## src/rtl/vigna_fetch_pkg.sv

```systemverilog
// vigna_fetch_pkg: shared types and helpers for the vigna fetch/align front end.
//   fetch_state_e  : fetch FSM state encoding
//   OPC_LOW_32     : low opcode bits that mark a 32-bit instruction
//   is_compressed  : true when a 16-bit parcel is a compressed instruction
package vigna_fetch_pkg;

  localparam int unsigned XLEN = 32;
  localparam int unsigned HLEN = 16;

  typedef enum logic [1:0] {
    S_REQ  = 2'd0,
    S_WAIT = 2'd1,
    S_DISP = 2'd2
  } fetch_state_e;

  localparam logic [1:0] OPC_LOW_32 = 2'b11;

  // Only bits [1:0] decide; the mask keeps the whole parcel as the argument.
  function automatic logic is_compressed(input logic [HLEN-1:0] hw);
    return (hw & 16'h0003) != HLEN'(OPC_LOW_32);
  endfunction

endpackage

```

## src/rtl/vigna_fetch_if.sv

```systemverilog
// vigna_fetch_if: bundles the instruction-bus, redirect and decode handshakes.
//   i_valid/i_ready/i_addr/i_rdata : word fetch bus (fetch unit is master)
//   redirect_valid/redirect_pc     : control-flow redirect into fetch
//   inst_valid/inst_ready/inst_*   : instruction stream to decode
interface vigna_fetch_if;
  import vigna_fetch_pkg::*;

  logic            i_valid;
  logic            i_ready;
  logic [XLEN-1:0] i_addr;
  logic [XLEN-1:0] i_rdata;
  logic            redirect_valid;
  logic [XLEN-1:0] redirect_pc;
  logic            inst_valid;
  logic            inst_ready;
  logic [XLEN-1:0] inst_data;
  logic [XLEN-1:0] inst_pc;
  logic            inst_compressed;

  modport master (
    output i_valid, i_addr,
    input  i_ready, i_rdata,
    input  redirect_valid, redirect_pc,
    output inst_valid, inst_data, inst_pc, inst_compressed,
    input  inst_ready
  );

  modport slave (
    input  i_valid, i_addr,
    output i_ready, i_rdata,
    output redirect_valid, redirect_pc,
    input  inst_valid, inst_data, inst_pc, inst_compressed,
    output inst_ready
  );
endinterface

```

## src/rtl/vigna_parcel_sel.sv

```systemverilog
// vigna_parcel_sel: picks the next instruction out of a fetched word.
//   word/hbuf/hbuf_v/pc_hi : source word, pending spanning low half, pc[1]
//   emit_c      : an instruction is produced (0 when a spanning instr starts)
//   data_c      : instruction, compressed parcels zero-extended
//   comp_c      : instruction is compressed
//   inc_c       : PC increment (0, 2 or 4)
//   word_done_c : word fully consumed, fetch the next one
//   span_start_c: upper half begins a 32-bit instruction crossing the word
module vigna_parcel_sel
  import vigna_fetch_pkg::*;
#(
  parameter bit C_EXT = 1'b1
) (
  input  logic [XLEN-1:0] word,
  input  logic [HLEN-1:0] hbuf,
  input  logic            hbuf_v,
  input  logic            pc_hi,
  output logic            emit_c,
  output logic [XLEN-1:0] data_c,
  output logic            comp_c,
  output logic [2:0]      inc_c,
  output logic            word_done_c,
  output logic            span_start_c
);

  logic odd_c;
  logic lo_comp_c;
  logic hi_comp_c;

  always_comb begin
    odd_c        = C_EXT && pc_hi;
    lo_comp_c    = C_EXT && is_compressed(word[15:0]);
    hi_comp_c    = C_EXT && is_compressed(word[31:16]);
    emit_c       = 1'b1;
    data_c       = word;
    comp_c       = 1'b0;
    inc_c        = 3'd4;
    word_done_c  = 1'b1;
    span_start_c = 1'b0;
    if (hbuf_v) begin
      // Completes a spanning instruction; dispatch resumes at the upper half.
      data_c      = {word[15:0], hbuf};
      word_done_c = 1'b0;
    end else if (!odd_c) begin
      if (lo_comp_c) begin
        data_c      = {16'h0000, word[15:0]};
        comp_c      = 1'b1;
        inc_c       = 3'd2;
        word_done_c = 1'b0;
      end
    end else if (hi_comp_c) begin
      data_c = {16'h0000, word[31:16]};
      comp_c = 1'b1;
      inc_c  = 3'd2;
    end else begin
      emit_c       = 1'b0;
      inc_c        = 3'd0;
      span_start_c = 1'b1;
    end
  end

endmodule

```

## src/rtl/vigna_fetch_align.sv

```systemverilog
// vigna_fetch_align: fetches 32-bit words and aligns them into 16/32-bit
// instructions for decode.
//   clk, rst : clock, synchronous active-high reset
//   bus      : vigna_fetch_if.master (fetch bus, redirect, decode stream)
module vigna_fetch_align
  import vigna_fetch_pkg::*;
#(
  parameter logic [31:0] RESET_PC = 32'h0000_0000,
  parameter bit          C_EXT    = 1'b1
) (
  input  logic          clk,
  input  logic          rst,
  vigna_fetch_if.master bus
);

  localparam logic [XLEN-1:0] PC_MASK = C_EXT ? 32'hFFFF_FFFE : 32'hFFFF_FFFC;

  fetch_state_e    state_q, state_d;
  logic [XLEN-1:0] pc_q, pc_d;
  logic [XLEN-1:0] wbuf_q, wbuf_d;
  logic            wbuf_v_q, wbuf_v_d;
  logic [HLEN-1:0] hbuf_q, hbuf_d;
  logic            hbuf_v_q, hbuf_v_d;
  logic            discard_q, discard_d;
  logic            i_valid_q, i_valid_d;
  logic [XLEN-1:0] i_addr_q, i_addr_d;
  logic            inst_valid_q, inst_valid_d;
  logic [XLEN-1:0] inst_data_q, inst_data_d;
  logic [XLEN-1:0] inst_pc_q, inst_pc_d;
  logic            inst_comp_q, inst_comp_d;

  logic [XLEN-1:0] fetch_pc_c;
  logic [XLEN-1:0] src_word_c;
  logic            slot_free_c;
  logic            take_c;
  logic            emit_c;
  logic [XLEN-1:0] data_c;
  logic            comp_c;
  logic [2:0]      inc_c;
  logic            word_done_c;
  logic            span_start_c;

  // A pending spanning instruction needs the word after its odd-half PC.
  assign fetch_pc_c  = pc_q + (hbuf_v_q ? 32'd2 : 32'd0);
  // Dispatch straight from the bus on the accept cycle for zero-bubble latency.
  assign src_word_c  = (state_q == S_WAIT) ? bus.i_rdata : wbuf_q;
  assign slot_free_c = !inst_valid_q || bus.inst_ready;

  vigna_parcel_sel #(.C_EXT(C_EXT)) u_sel (
    .word         (src_word_c),
    .hbuf         (hbuf_q),
    .hbuf_v       (hbuf_v_q),
    .pc_hi        (pc_q[1]),
    .emit_c       (emit_c),
    .data_c       (data_c),
    .comp_c       (comp_c),
    .inc_c        (inc_c),
    .word_done_c  (word_done_c),
    .span_start_c (span_start_c)
  );

  // Next-state and output logic.
  always_comb begin
    state_d      = state_q;
    pc_d         = pc_q;
    wbuf_d       = wbuf_q;
    wbuf_v_d     = wbuf_v_q;
    hbuf_d       = hbuf_q;
    hbuf_v_d     = hbuf_v_q;
    discard_d    = discard_q;
    i_valid_d    = i_valid_q;
    i_addr_d     = i_addr_q;
    inst_valid_d = inst_valid_q;
    inst_data_d  = inst_data_q;
    inst_pc_d    = inst_pc_q;
    inst_comp_d  = inst_comp_q;
    take_c       = 1'b0;

    if (inst_valid_q && bus.inst_ready) inst_valid_d = 1'b0;

    unique case (state_q)
      S_REQ: begin
        i_valid_d = 1'b1;
        i_addr_d  = {fetch_pc_c[31:2], 2'b00};
        state_d   = S_WAIT;
      end
      S_WAIT: begin
        if (bus.i_ready) begin
          i_valid_d = 1'b0;
          if (discard_q) begin
            discard_d = 1'b0;
            state_d   = S_REQ;
          end else begin
            wbuf_d   = bus.i_rdata;
            wbuf_v_d = 1'b1;
            state_d  = S_DISP;
            take_c   = slot_free_c || span_start_c;
          end
        end
      end
      S_DISP: take_c = wbuf_v_q && (slot_free_c || span_start_c);
      default: state_d = S_REQ;
    endcase

    if (take_c) begin
      if (emit_c) begin
        inst_valid_d = 1'b1;
        inst_data_d  = data_c;
        inst_pc_d    = pc_q;
        inst_comp_d  = comp_c;
      end
      pc_d = pc_q + 32'(inc_c);
      if (hbuf_v_q) hbuf_v_d = 1'b0;
      if (span_start_c) begin
        hbuf_d   = src_word_c[31:16];
        hbuf_v_d = 1'b1;
      end
      if (word_done_c) begin
        wbuf_v_d = 1'b0;
        state_d  = S_REQ;
      end
    end

    // Redirect overrides everything; an outstanding bus request is never
    // aborted, its word is dropped on return instead.
    if (bus.redirect_valid) begin
      inst_valid_d = 1'b0;
      pc_d         = bus.redirect_pc & PC_MASK;
      wbuf_v_d     = 1'b0;
      hbuf_v_d     = 1'b0;
      if (state_q == S_WAIT && !bus.i_ready) begin
        state_d   = S_WAIT;
        i_valid_d = 1'b1;
        discard_d = 1'b1;
      end else begin
        state_d   = S_REQ;
        i_valid_d = 1'b0;
        discard_d = 1'b0;
      end
    end
  end

  // State and output registers.
  always_ff @(posedge clk) begin
    if (rst) begin
      state_q      <= S_REQ;
      pc_q         <= RESET_PC & PC_MASK;
      wbuf_q       <= '0;
      wbuf_v_q     <= 1'b0;
      hbuf_q       <= '0;
      hbuf_v_q     <= 1'b0;
      discard_q    <= 1'b0;
      i_valid_q    <= 1'b0;
      i_addr_q     <= RESET_PC & 32'hFFFF_FFFC;
      inst_valid_q <= 1'b0;
      inst_data_q  <= '0;
      inst_pc_q    <= '0;
      inst_comp_q  <= 1'b0;
    end else begin
      state_q      <= state_d;
      pc_q         <= pc_d;
      wbuf_q       <= wbuf_d;
      wbuf_v_q     <= wbuf_v_d;
      hbuf_q       <= hbuf_d;
      hbuf_v_q     <= hbuf_v_d;
      discard_q    <= discard_d;
      i_valid_q    <= i_valid_d;
      i_addr_q     <= i_addr_d;
      inst_valid_q <= inst_valid_d;
      inst_data_q  <= inst_data_d;
      inst_pc_q    <= inst_pc_d;
      inst_comp_q  <= inst_comp_d;
    end
  end

  assign bus.i_valid         = i_valid_q;
  assign bus.i_addr          = i_addr_q;
  assign bus.inst_valid      = inst_valid_q;
  assign bus.inst_data       = inst_data_q;
  assign bus.inst_pc         = inst_pc_q;
  assign bus.inst_compressed = inst_comp_q;

endmodule
```

## src/flat_wrapper.sv

```systemverilog
// flat-port wrapper written by rule: the top's interface ports become plain ports
module vigna_fetch_align_flat import vigna_fetch_pkg::*;
#(
  parameter logic [31:0] RESET_PC = 32'h0000_0000,
  parameter bit          C_EXT    = 1'b1
)
  (clk, rst, bus_i_valid, bus_i_addr, bus_i_ready, bus_i_rdata, bus_redirect_valid, bus_redirect_pc, bus_inst_valid, bus_inst_data, bus_inst_pc, bus_inst_compressed, bus_inst_ready);
  vigna_fetch_if bus_i ();
  input  logic clk;
  input  logic rst;
  output wire logic [$bits(bus_i.i_valid)-1:0] bus_i_valid;
  output wire logic [$bits(bus_i.i_addr)-1:0] bus_i_addr;
  input wire logic [$bits(bus_i.i_ready)-1:0] bus_i_ready;
  input wire logic [$bits(bus_i.i_rdata)-1:0] bus_i_rdata;
  input wire logic [$bits(bus_i.redirect_valid)-1:0] bus_redirect_valid;
  input wire logic [$bits(bus_i.redirect_pc)-1:0] bus_redirect_pc;
  output wire logic [$bits(bus_i.inst_valid)-1:0] bus_inst_valid;
  output wire logic [$bits(bus_i.inst_data)-1:0] bus_inst_data;
  output wire logic [$bits(bus_i.inst_pc)-1:0] bus_inst_pc;
  output wire logic [$bits(bus_i.inst_compressed)-1:0] bus_inst_compressed;
  input wire logic [$bits(bus_i.inst_ready)-1:0] bus_inst_ready;
  assign bus_i_valid = bus_i.i_valid;
  assign bus_i_addr = bus_i.i_addr;
  assign bus_i.i_ready = bus_i_ready;
  assign bus_i.i_rdata = bus_i_rdata;
  assign bus_i.redirect_valid = bus_redirect_valid;
  assign bus_i.redirect_pc = bus_redirect_pc;
  assign bus_inst_valid = bus_i.inst_valid;
  assign bus_inst_data = bus_i.inst_data;
  assign bus_inst_pc = bus_i.inst_pc;
  assign bus_inst_compressed = bus_i.inst_compressed;
  assign bus_i.inst_ready = bus_inst_ready;
  vigna_fetch_align #(.RESET_PC(RESET_PC), .C_EXT(C_EXT)) u_core (.clk(clk), .rst(rst), .bus(bus_i));
endmodule
```

## config.mk

```make
export PLATFORM = sky130hd
export DESIGN_NAME = vigna_fetch_align_flat
export DESIGN_NICKNAME = d
export VERILOG_FILES = /design/src/rtl/vigna_fetch_pkg.sv /design/src/rtl/vigna_fetch_if.sv /design/src/rtl/vigna_parcel_sel.sv /design/src/rtl/vigna_fetch_align.sv /design/src/flat_wrapper.sv
export SDC_FILE = /design/constraint.sdc
export NUM_CORES = 1
export LEC_CHECK = 0
export CAP_MARGIN = 30
export CORE_MARGIN = 1.5
export CORE_UTILIZATION = 40
export CTS_BUF_LIST = sky130_fd_sc_hd__clkbuf_8 sky130_fd_sc_hd__clkbuf_16
export DETAILED_ROUTE_END_ITERATION = 8
export PLACE_DENSITY = 0.76
export SYNTH_ARGS = -nofsm -noshare
export SYNTH_HDL_FRONTEND = slang
export SYNTH_SLANG_ARGS = --single-unit
```

## constraint.sdc

```tcl
create_clock -name clk -period 9.7 [get_ports clk]
set_input_delay 2.425 -clock clk [delete_from_list [all_inputs] [get_ports clk]]
set_output_delay 2.425 -clock clk [all_outputs]
set_load 0.02 [all_outputs]
```

Word level (Yosys, flattened, before mapping). Index checks and enable logic that the tools add are counted.

$add $sub $neg: 2. Eq/ne operators: 5. Muxes and demuxes: 49. Bitwise gates (word level): 1. Reduce and logical (&&, ||, !) cells: 18.

Operator list (count): 32-bit 2-to-1 mux (7); 32-bit by 3-bit adder with 32-bit output (1); 32-bit adder (1); 1-bit 2-to-1 mux (29); 2-bit 2-to-1 mux (7); 3-bit 2-to-1 mux (3); 2-bit AND reduction (4); 2-bit case mux with 3 select lines (1); 2-bit nonzero test (3); 2-bit inequality test (second input constant) (2); 1-bit case mux with 2 select lines (2); 1-bit logical AND (3); 3-bit inequality test (second input constant) (1); 3-bit AND reduction (1); 3-bit nonzero test (1); 2-bit by 1-bit == test with 1-bit output (second input constant) (1); 2-bit == test (second input constant) (1); 1-bit zero test (2); 2-bit zero test (1); 1-bit logical OR (2); 2-bit OR reduction (1); 1-bit inverter (1).

Bits in registers: 182. Input port bits: 69. Output and inout port bits: 99. Word-level logic and storage cells: 89.

Depth between registers and ports, before layout. Gate-level depths: netlist (run 1).

Word-level depth: 12. Depth in mapped cells: 17. Mapped depth without buffers: 13.

Cells and area by module. Synthesis (run 1) repeated with hierarchy kept, for this count alone.

Cell total of the unflattened synthesis: 1099. Area total of the unflattened synthesis: 8770.9 um2.

Modules (own cells, without submodules): vigna_fetch_align (times used 1, cells each 990, area each 8090.3 um2, sequential area each 3643.5 um2); vigna_parcel_sel (times used 1, cells each 109, area each 680.7 um2, sequential area each 0.0 um2).

Least setup slack after synthesis (run 1). OpenSTA, ideal clock, no wires.

Kind: input-to-reg. From: in bus_i_rdata[1]. To: reg u_core.pc_q[17]. Setup time: 0.091 ns. Arrival time: 5.268 ns. Data required time: 9.609 ns. Setup slack: 4.341 ns. Stages on the path: 12. Buffers on the path: 3. Cells stage by stage: a311o_1 -> and2_0 -> clkbuf_1 -> clkbuf_1 -> nor2_1 -> ha_1 -> inv_1 -> fa_1 -> or4_1 -> buf_2 -> or4_1 -> a311oi_1.

Word-level cells in the longest chain between the ends: 8.

RTL lines: start, declared (RTL line flat_wrapper.sv:14) `input wire logic [$bits(bus_i.i_rdata)-1:0] bus_i_rdata;`; 32-bit 2-to-1 mux (RTL line vigna_fetch_align.sv:46) `assign src_word_c = (state_q == S_WAIT) ? bus.i_rdata : wbuf_q;`; 2-bit inequality test (RTL line vigna_fetch_pkg.sv:20) `return (hw & 16'h0003) != HLEN'(OPC_LOW_32);`; 3-bit 2-to-1 mux (RTL line vigna_parcel_sel.sv:45) `if (lo_comp_c) begin`; 3-bit 2-to-1 mux (RTL line vigna_parcel_sel.sv:44) `end else if (!odd_c) begin`; 3-bit 2-to-1 mux (RTL line vigna_parcel_sel.sv:40) `if (hbuf_v) begin`; 32-bit by 3-bit adder with 32-bit output (RTL line vigna_fetch_align.sv:112) `pc_d = pc_q + 32'(inc_c);`; 32-bit 2-to-1 mux (RTL line vigna_fetch_align.sv:105) `if (take_c) begin`; 32-bit 2-to-1 mux (RTL line vigna_fetch_align.sv:126) `if (bus.redirect_valid) begin`; end signal, assigned (RTL line vigna_fetch_align.sv:147) `pc_q <= RESET_PC & PC_MASK;`; end signal, assigned (RTL line vigna_fetch_align.sv:161) `pc_q <= pc_d;`; end, declared (RTL line vigna_fetch_align.sv:19) `logic [XLEN-1:0] pc_q, pc_d;`.

Every way passes these cells. The select of a mux whose other input is x is not followed. A chain may end at the register's enable or synchronous reset.

Worst setup path in the final report (run 1).
From: in bus_i_rdata[17]. To: reg u_core.pc_q[25].

Word-level cells in the longest chain between the ends: 10. Elaborated cells on any way between the ends: 17. Classes of those cells: add/sub: 1; eq/ne: 1; mux: 12; reduce/logical: 3.

RTL lines (RTL line): 32-bit 2-to-1 mux * (vigna_fetch_align.sv:46); 2-bit inequality test * (vigna_fetch_pkg.sv:20); parallel branches: the longest is 8 deep, another holds 32-bit by 3-bit adder with 32-bit output.

Mark *: on every way between the ends. The select of a mux whose other input is x is not followed.

==> results_dict.tcl, run 1 <==
set metrics [dict create \
    hpwlAfterDp_mm 17.1 \
    hold_ws_ns 0.456 \
    crit_required_ns 10.04 \
    rows 53 \
    die_w_um 150 \
    syn_inst 1061 \
    fin_cells 1449 \
    drc 0 \
    grt_pass1_wl_mm 39.5 \
    first_pass_iters 7 \
    fill_cells 1983 \
    syn2layout_area_growth_pct 27.0 \
    ctsLongestPathBuffers 2 \
    yosys.area.top_type "dfxtp_1" \
    synth.avg_cell_area_um2 8.13 \
    slew-limit-headroom 0.308 \
    nNetsFinal 1238 \
    period_minus_slack_ns 6.67 \
    vias_per_cell 5.60 \
    finalCritPeriodShare 0.687 \
    holdPathStages 2 \
    seq_area_frac_synth 0.418 \
    clkPwrFrac 0.404 \
    async_flop_share 0 \
    place.gp.congestion 0.839 \
    yosys.area.top_type_share 0.418 \
    yosys_most_used_dff "dfxtp_1" \
    cts_sinks 180 \
    ys_top_cells_by_area "dfxtp_1, nand2_1, a21oi_1" \
    tritoncts "yes" \
    fin_worst_skew_ns 0.0121 \
    grt_max_degree 74 \
    drt_iter0_drc 636 \
    ir_worst_vdd_uv 130 \
    timing_worst_slew_pin_value_ns 1.04 \
    timing.rr.end "u_core.pc_q[25]$_SDFFE_PP0P_" \
    hp-class "reg -> reg" \
    dp_cells 1416 \
    finalHoldViolCount 0 \
    synth_edf_count 0 \
    r2r_slack_ns 4.20 \
    rsz0062_at_grt "false" \
    min_to "u_core.bus.inst_pc[19]$_SDFFE_PP0P_" \
    tns_ns 0 \
    multi_input_area_mm2 0.00456 \
    overflow 0 \
    dieArea_mm2 0.0225 \
    core_mm2 0.0211 \
    antenna_found_initial 0 \
    leakagePower_nw 3.58 \
    r2r-start "u_core.state_q[1]$_SDFF_PP0_" \
    crit_type "in -> reg" \
    synth_area_mm2 0.00863 \
    clk_latency_ns 0.43 \
    wl_per_cell_um 17.2 \
    critPathArrivalTime_ns 7.01 \
    die_h_um 150 \
    ys_ff_latch 180 \
    p_seq_frac 0.466 \
    drive_gt1_frac 0.0801 \
    worstHoldStart "u_core.bus.inst_pc[19]$_SDFFE_PP0P_" \
    hold_buffers 0 \
    via_count 8108 \
    reg2reg_depth 13 \
    critical_path.max_fanout 25 \
    htreeDepth 4 \
    clkTransAtPathRegs_ns 0.07 \
    cts-root-buf "clkbuf_16" \
    cts_made_buffers 17 \
    swShare 0.268 \
    ctsResizeCount 0 \
    p_int_mw 1.26 \
    slew_viol_final 0 \
    p_switching_mw 0.462 \
    seq_area_mm2 0.00360 \
    drv_cap 0 \
    setup-violations-final 0 \
    status "finished clean" \
    fmax_ghz 0.150 \
    antenna_left 0 \
    wirelength_mm 24.9 \
    diodes 0 \
    track_usage 0.222 \
    crit_path_end_kind "flip-flop" \
    port_buffers 163 \
    ios 168 \
    yosysWarnings 0 \
    synth_cell_type_count 63 \
    combPwrFrac 0.130 \
    worstSetupStartpointType "primary input" \
    cellPowerDensity_mw_per_mm2 157 \
    post_cts_buffers 0 \
    first_global_vias 7607 \
    initial_core_util 0.409 \
]
cell usage in the layout, fill, tap and decap left out, drive strengths merged, types with 22 or more instances in the layout:
master,synthesis,layout
a21oi,96,96
inv,18,22
a211oi,60,60
nor2,101,101
o21ai,50,50
dfxtp,180,180
nand2,165,165
clkdlybuf4s50,0,162
xnor2,23,23
a31oi,30,30
final cells by class:
cell class / instances / area share
multi-input combinational: 763 / 0.416
sequential: 180 / 0.329
timing repair buffer: 181 / 0.164
clock buffer: 18 / 0.0401
tap: 275 / 0.0314
clock inverter: 14 / 0.0140
inverter: 18 / 0.00617
cells by family after synthesis:
family                   share of synthesized area
AO/OA/AOI/OAI                                0.233
XOR/XNOR                                    0.0396
adder cells (fa/ha/maj)                     0.0125
buffers and inverters                       0.0568
flip-flops                                   0.418
multiplexers                                0.0418
other                                     0.000435
AND/OR/NAND/NOR                              0.199
per-layer routing:
layer / up-vias / GRT usage / share of wire
met4: 0 / 0.0961 / 0.033
met2: 273 / 0.372 / 0.48
met3: 50 / 0.0521 / 0.066
met5: - / 0 / 0
li1: 3963 / - / -
met1: 3822 / 0.270 / 0.42
sequential cells by signal, summed over array words and instances (netlist names), 2 cells and up:
name and cells:
u_core.wbuf_q 32, u_core.hbuf_q 16, u_core.state_q 2, u_core.bus.inst_pc 31
u_core.bus.i_addr 30, u_core.pc_q 31, u_core.bus.inst_data 32
how the worst max path moves through the flow:
stage,start,endpoint,slack [ns],cells past startpoint
6_report,bus_i_rdata[17],u_core.pc_q[25]$_SDFFE_PP0P_,3.03,11
5_1_grt,bus_i_rdata[17],u_core.pc_q[25]$_SDFFE_PP0P_,2.70,11
4_1_cts,bus_i_rdata[17],u_core.pc_q[25]$_SDFFE_PP0P_,3.12,11
3_5_place_dp,bus_i_rdata[17],u_core.pc_q[25]$_SDFFE_PP0P_,2.68,11
3_3_place_gp,bus_i_rdata[17],u_core.pc_q[25]$_SDFFE_PP0P_,2.79,11
2_1_floorplan,bus_i_rdata[1],u_core.pc_q[17]$_SDFFE_PP0P_,4.34,12
cell usage after synthesis, types with 17 or more instances:
| cell type | number |
|---|---|
| nor2_1 | 101 |
| xnor2_1 | 23 |
| a31oi_1 | 30 |
| nand3_1 | 19 |
| a211oi_1 | 57 |
| clkbuf_1 | 80 |
| dfxtp_1 | 180 |
| a21oi_1 | 95 |
| nand2_1 | 165 |
| nor3_1 | 17 |
| inv_1 | 18 |
| o21ai_0 | 48 |
| mux2i_1 | 18 |
critical path: stages:
cell	delay (ns)
clkdlybuf4s50_1	0.48
nand3_2	0.16
nand3_1	0.68
and2_0	0.84
nor2_1	0.27
ha_1	0.19
inv_1	0.05
fa_1	0.49
or4_1	0.70
or4_1	0.45
a311oi_1	0.26
through the flow:
| step | worst slack (ns) | power, mW | cell area, um2 | utilization |
|---|---|---|---|---|
| floorplan | 4.34 | 0.945 | 8640 | - |
| global placement | 2.79 | 1.03 | 10300 | 0.489 |
| detailed placement | 2.68 | 1.04 | 10400 | 0.491 |
| CTS | 3.12 | 1.73 | 11000 | 0.519 |
| global route | 2.70 | 1.78 | 11000 | 0.520 |
| finish | 3.03 | 1.72 | 11000 | 0.520 |
power by group through the flow:
stage          registers (mW)  clock network, mW  logic, mW
2_1_floorplan           0.820                  0      0.125
4_1_cts                 0.801              0.706      0.225
3_3_place_gp            0.816                  0      0.218
6_report                0.802              0.696      0.225
5_1_grt                 0.806              0.732      0.244
3_5_place_dp            0.817                  0      0.224
(Power assumes the default switching activity.)
==> run 2, diff against run 1 <==
clock period = 6.53 ns   (was 9.7 ns; I/O delays follow)
==> run 2 against run 1 <==
Sequential share of layout area rose by 0.087 points. Final cell count did not move. Worst hold slack got worse by 0.0016 ns. Sequential power rose by 48%. Count of clock-buffer cells in the layout did not move. Clock skew fell by 0.00076 ns. Global-route usage barely moved. First-iteration DRC count fell by 4.6%. Die area did not move. Power rose by 45%. Largest power group unchanged.
==> results_dict.tcl, run 2 (synthesis gave the netlist of run 1 again) <==
set metrics [dict create \
    status "finished clean" \
    gr-usage-met1 0.277 \
    antenna_found_initial 0 \
    die_h_um 150 \
    tns_ns 0 \
    vias_per_cell 5.55 \
    r2r_slack_ns 2.21 \
    finalCritPeriodShare 0.708 \
    drv_cap 0 \
    busiest_layer "met2" \
    holdPathStages 2 \
    worstSetupStartpointType "primary input" \
    place.gp.congestion 0.831 \
    final_cell_mix "dfxtp_1, nand2_1, clkdlybuf4s50_1" \
    seq_area_mm2 0.00360 \
    rows 53 \
    hpwlAfterDp_mm 17.1 \
    post_cts_buffers 0 \
    first_global_vias 7537 \
    tritoncts "yes" \
    first_pass_iters 7 \
    dieArea_mm2 0.0225 \
    grt.met3_usage 0.0418 \
    slew_viol_final 0 \
    p_seq_frac 0.476 \
    dp_cells 1419 \
    syn2layout_area_growth_pct 26.7 \
    worstHoldStart "u_core.bus.inst_pc[26]$_SDFFE_PP0P_" \
    fmax_ghz 0.216 \
    drc 0 \
    core_mm2 0.0211 \
    ios 168 \
    timing_worst_slew_pin_value_ns 0.821 \
    fin_worst_skew_ns 0.0113 \
    antenna_left 0 \
    clkTransAtPathRegs_ns 0.07 \
    port_buffers 163 \
    fin_cells 1449 \
    reg2reg_depth 13 \
    critical_path.max_fanout 7 \
    wirelength_mm 24.6 \
    swShare 0.269 \
    hold_buffers 0 \
    fill_cells 1976 \
    final_core_util 0.518 \
    ctsLongestPathBuffers 2 \
    combPwrFrac 0.134 \
    crit_type "in -> reg" \
    nNetsFinal 1240 \
    drt_iter0_drc 607 \
    r2r-start "u_core.state_q[1]$_SDFF_PP0_" \
    min_to "u_core.bus.inst_pc[26]$_SDFFE_PP0P_" \
    p_int_mw 1.83 \
    timing.rr.end "u_core.pc_q[25]$_SDFFE_PP0P_" \
    via_count 8046 \
    design_area_mm2 0.0109 \
    crit_path_end_kind "flip-flop" \
    cts_sinks 180 \
    track_usage 0.222 \
    cellPowerDensity_mw_per_mm2 229 \
    wl_per_cell_um 17.0 \
    clk_latency_ns 0.43 \
    critPathArrivalTime_ns 4.95 \
    setup-violations-final 0 \
    p_switching_mw 0.672 \
    finalHoldViolCount 0 \
    rsz0062_at_grt "false" \
    cts_made_buffers 17 \
    ctsResizeCount 0 \
    slew-limit-headroom 0.448 \
    grt_max_degree 74 \
    multi_input_area_mm2 0.00456 \
    initial_core_util 0.409 \
    drive_gt1_frac 0.0792 \
    final_common_cell "dfxtp_1" \
    cts-root-buf "clkbuf_16" \
    overflow 0 \
    grtUsageMet2 0.374 \
    hold_ws_ns 0.454 \
    period_minus_slack_ns 4.62 \
    htreeDepth 4 \
    placed_area_mm2 0.0104 \
    grt_pass1_wl_mm 39.3 \
    clkPwrFrac 0.390 \
    hp-class "reg -> reg" \
    ir_worst_vdd_uv 179 \
    crit_required_ns 6.86 \
    die_w_um 150 \
    leakagePower_nw 3.57 \
    diodes 0 \
]
-- run 2: cell count changes in the layout (fill, tap and decap cells not counted), sizes merged --
| cell | before | now |
|---|---|---|
| clkinv | 7 | 5 |
| bufinv | 2 | 1 |
| clkinvlp | 1 | 2 |
| buf | 19 | 21 |
-- run 2: per-stage QoR --
step | power (mW) | setup WS (ns)
finish | 2.50 | 1.91
global route | 2.60 | 1.75
CTS | 2.51 | 1.91
floorplan | 1.40 | 1.96
detailed placement | 1.55 | 1.46
global placement | 1.54 | 1.56
-- run 2: how the worst max path moves through the flow --
stage | cells after the start | slack (ns) | endpoint | start
floorplan | 12 | 1.96 | u_core.pc_q[17]$_SDFFE_PP0P_ | bus_i_rdata[1]
global placement | 10 | 1.56 | u_core.pc_q[25]$_SDFFE_PP0P_ | bus_i_rdata[1]
detailed placement | 10 | 1.46 | u_core.pc_q[25]$_SDFFE_PP0P_ | bus_i_rdata[1]
CTS | 10 | 1.91 | u_core.pc_q[25]$_SDFFE_PP0P_ | bus_i_rdata[1]
global route | 11 | 1.75 | u_core.pc_q[17]$_SDFFE_PP0P_ | bus_i_rdata[17]
finish | 10 | 1.91 | u_core.pc_q[25]$_SDFFE_PP0P_ | bus_i_rdata[1]
-- run 2: final cells by class --
type                            count  area share
Multi-Input combinational cell    763       0.417
Tap cell                          275      0.0315
Sequential cell                   180       0.330
Inverter                           18     0.00618
Clock inverter                     12      0.0101
Clock buffer                       18      0.0402
Timing Repair Buffer              183       0.166
-- run 2: worst max-delay path: stages --
cell	delay [ns]
clkdlybuf4s50_1	0.48
a311o_1	0.40
and2_0	0.17
nor2_1	0.11
ha_1	0.18
inv_1	0.06
fa_1	0.51
or4_1	0.70
or4_1	0.44
a311oi_1	0.28
-- run 2: metal layers --
metal,vias up,part of all wire
met1,3753,0.42
met4,0,0.026
met5,-,0
li1,3948,-
met2,294,0.49
met3,51,0.069
-- run 2: power groups by stage --
stage	Clock [mW]	Sequential [mW]	Combinational (mW)
floorplan	0	1.22	0.186
global placement	0	1.21	0.325
detailed placement	0	1.21	0.334
CTS	0.987	1.19	0.335
global route	1.04	1.20	0.363
finish	0.975	1.19	0.334
==> run 3, diff against run 2 <==
PLACE_DENSITY = 0.79   (was 0.76)
clock period = 4.1 ns   (was 6.53 ns; I/O delays follow)
==> run 3 against run 2 <==
Sequential share of layout area down 0.46 points. Non-clock buffer count grew 15. Via count rose by 2.8%. Routed wire length is 3.3% higher. Critical endpoint unchanged. Largest cell class unchanged.
==> results_dict.tcl, run 3 (synthesis gave the netlist of run 1 again) <==
set metrics [dict create \
    track_usage 0.227 \
    rows 53 \
    drt_iter0_drc 668 \
    cts-root-buf "clkbuf_16" \
    slew_viol_final 0 \
    leakagePower_nw 3.63 \
    drv_cap 0 \
    first_global_vias 7754 \
    finalCritPeriodShare 0.941 \
    cts_made_buffers 17 \
    cellPowerDensity_mw_per_mm2 369 \
    crit_path_end_kind "flip-flop" \
    design_area_mm2 0.0111 \
    die_h_um 150 \
    critPathMostFrequentCell "or4_1" \
    drc 0 \
    diodes 0 \
    layout_setup_ws_ns 0.242 \
    dp_cells 1434 \
    fmax_ghz 0.259 \
    fin_worst_skew_ns 0.00996 \
    worstSetupStartpointType "primary input" \
    initial_core_util 0.409 \
    critical_path.max_fanout 6 \
    drive_gt1_frac 0.0940 \
    overflow 0 \
    grt_pass1_wl_mm 40.3 \
    first_pass_iters 5 \
    critPathArrivalTime_ns 4.19 \
    critPathMaxStageDelay_ns 0.66 \
    crit_family "simple AND/OR/NAND/NOR gates" \
    hp-class "reg -> reg" \
    worst-path-buf-inv 2 \
    htreeDepth 4 \
    setup-violations-final 0 \
    timing_worst_slew_pin_value_ns 0.778 \
    fin_cells 1466 \
    dp_slack_ns -0.139 \
    die_w_um 150 \
    placed_area_mm2 0.0105 \
    hpwlAfterDp_mm 17.5 \
    post_cts_buffers 0 \
    final_cell_mix "dfxtp_1, nand2_1, clkdlybuf4s50_1" \
    ios 168 \
    dieArea_mm2 0.0225 \
    status "finished clean" \
    cpMaxStageDelayCell "or4_1" \
    crit_required_ns 4.43 \
    slew-limit-headroom 0.478 \
    ctsResizeCount 0 \
    tritoncts "yes" \
    ctsLongestPathBuffers 2 \
    nNetsFinal 1255 \
    vias_per_cell 5.64 \
    crit_type "in -> reg" \
    clk_latency_ns 0.43 \
    via_count 8268 \
    antenna_found_initial 0 \
    port_buffers 163 \
    ir_worst_vdd_uv 320 \
    final_common_cell "dfxtp_1" \
    grt_max_degree 94 \
    syn2layout_area_growth_pct 28.5 \
    finalHoldViolCount 0 \
    core_mm2 0.0211 \
    clkTransAtPathRegs_ns 0.07 \
    rsz0062_at_grt "false" \
    final_core_util 0.526 \
    antenna_left 0 \
    period_minus_slack_ns 3.86 \
    wl_per_cell_um 17.4 \
    place.gp.congestion 0.864 \
    cts_sinks 180 \
    cp_cell_sequence "clkdlybuf4s50_1, a311o_1, and2_0, nor2_1, ha_1, inv_1, fa_1, or4_1, or4_1, a311oi_1" \
    hold_buffers 0 \
    wirelength_mm 25.5 \
]
==> run 3: worst min-delay path, stage by stage, from the launching register on <==
cell and delay, ns:
dfxtp_1 0.31, nand2_1 0.05, a21oi_1 0.05
==> run 3: per-layer routing <==
layer,vias up,track usage,share of wire
met5,-,0,0
met4,0,0.0922,0.025
met3,49,0.0604,0.080
met2,324,0.386,0.49
met1,3912,0.270,0.40
li1,3983,-,-
==> run 3: where the power goes <==
part	internal [mW]	switching, mW
clock network	0.868	0.780
registers	1.82	0.0758
logic	0.251	0.298
total	2.94	1.15
==> run 3: layout make-up <==
cell class              count  area [um2]
inverters                  18        67.6
repair buffers            198        1920
clock inverters            15         171
clock buffers              17         425
fillers                  1951       10000
flip-flops and latches    180        3600
well taps                 275         344
multi-input cells         763        4560
==> run 3: per-stage QoR <==
step	TNS (ns)	hold slack, ns	power (mW)
after global placement	0	0.440	2.46
final	0	0.455	4.09
after floorplan	0	0.433	2.24
after detailed placement	-0.708	0.447	2.48
after CTS	0	0.457	4.11
after global routing	0	0.466	4.23
==> run 3: final timing paths <==
kind | end | from | slack, ns | cells after the start
min reg2reg | u_core.wbuf_q[23]$_SDFFE_PP0P_ | u_core.wbuf_q[23]$_SDFFE_PP0P_ | 0.45 | 2
max reg2reg | u_core.pc_q[25]$_SDFFE_PP0P_ | u_core.state_q[1]$_SDFF_PP0_ | 0.38 | 13
min | u_core.wbuf_q[23]$_SDFFE_PP0P_ | u_core.wbuf_q[23]$_SDFFE_PP0P_ | 0.45 | 2
max | u_core.pc_q[25]$_SDFFE_PP0P_ | bus_i_rdata[1] | 0.24 | 10
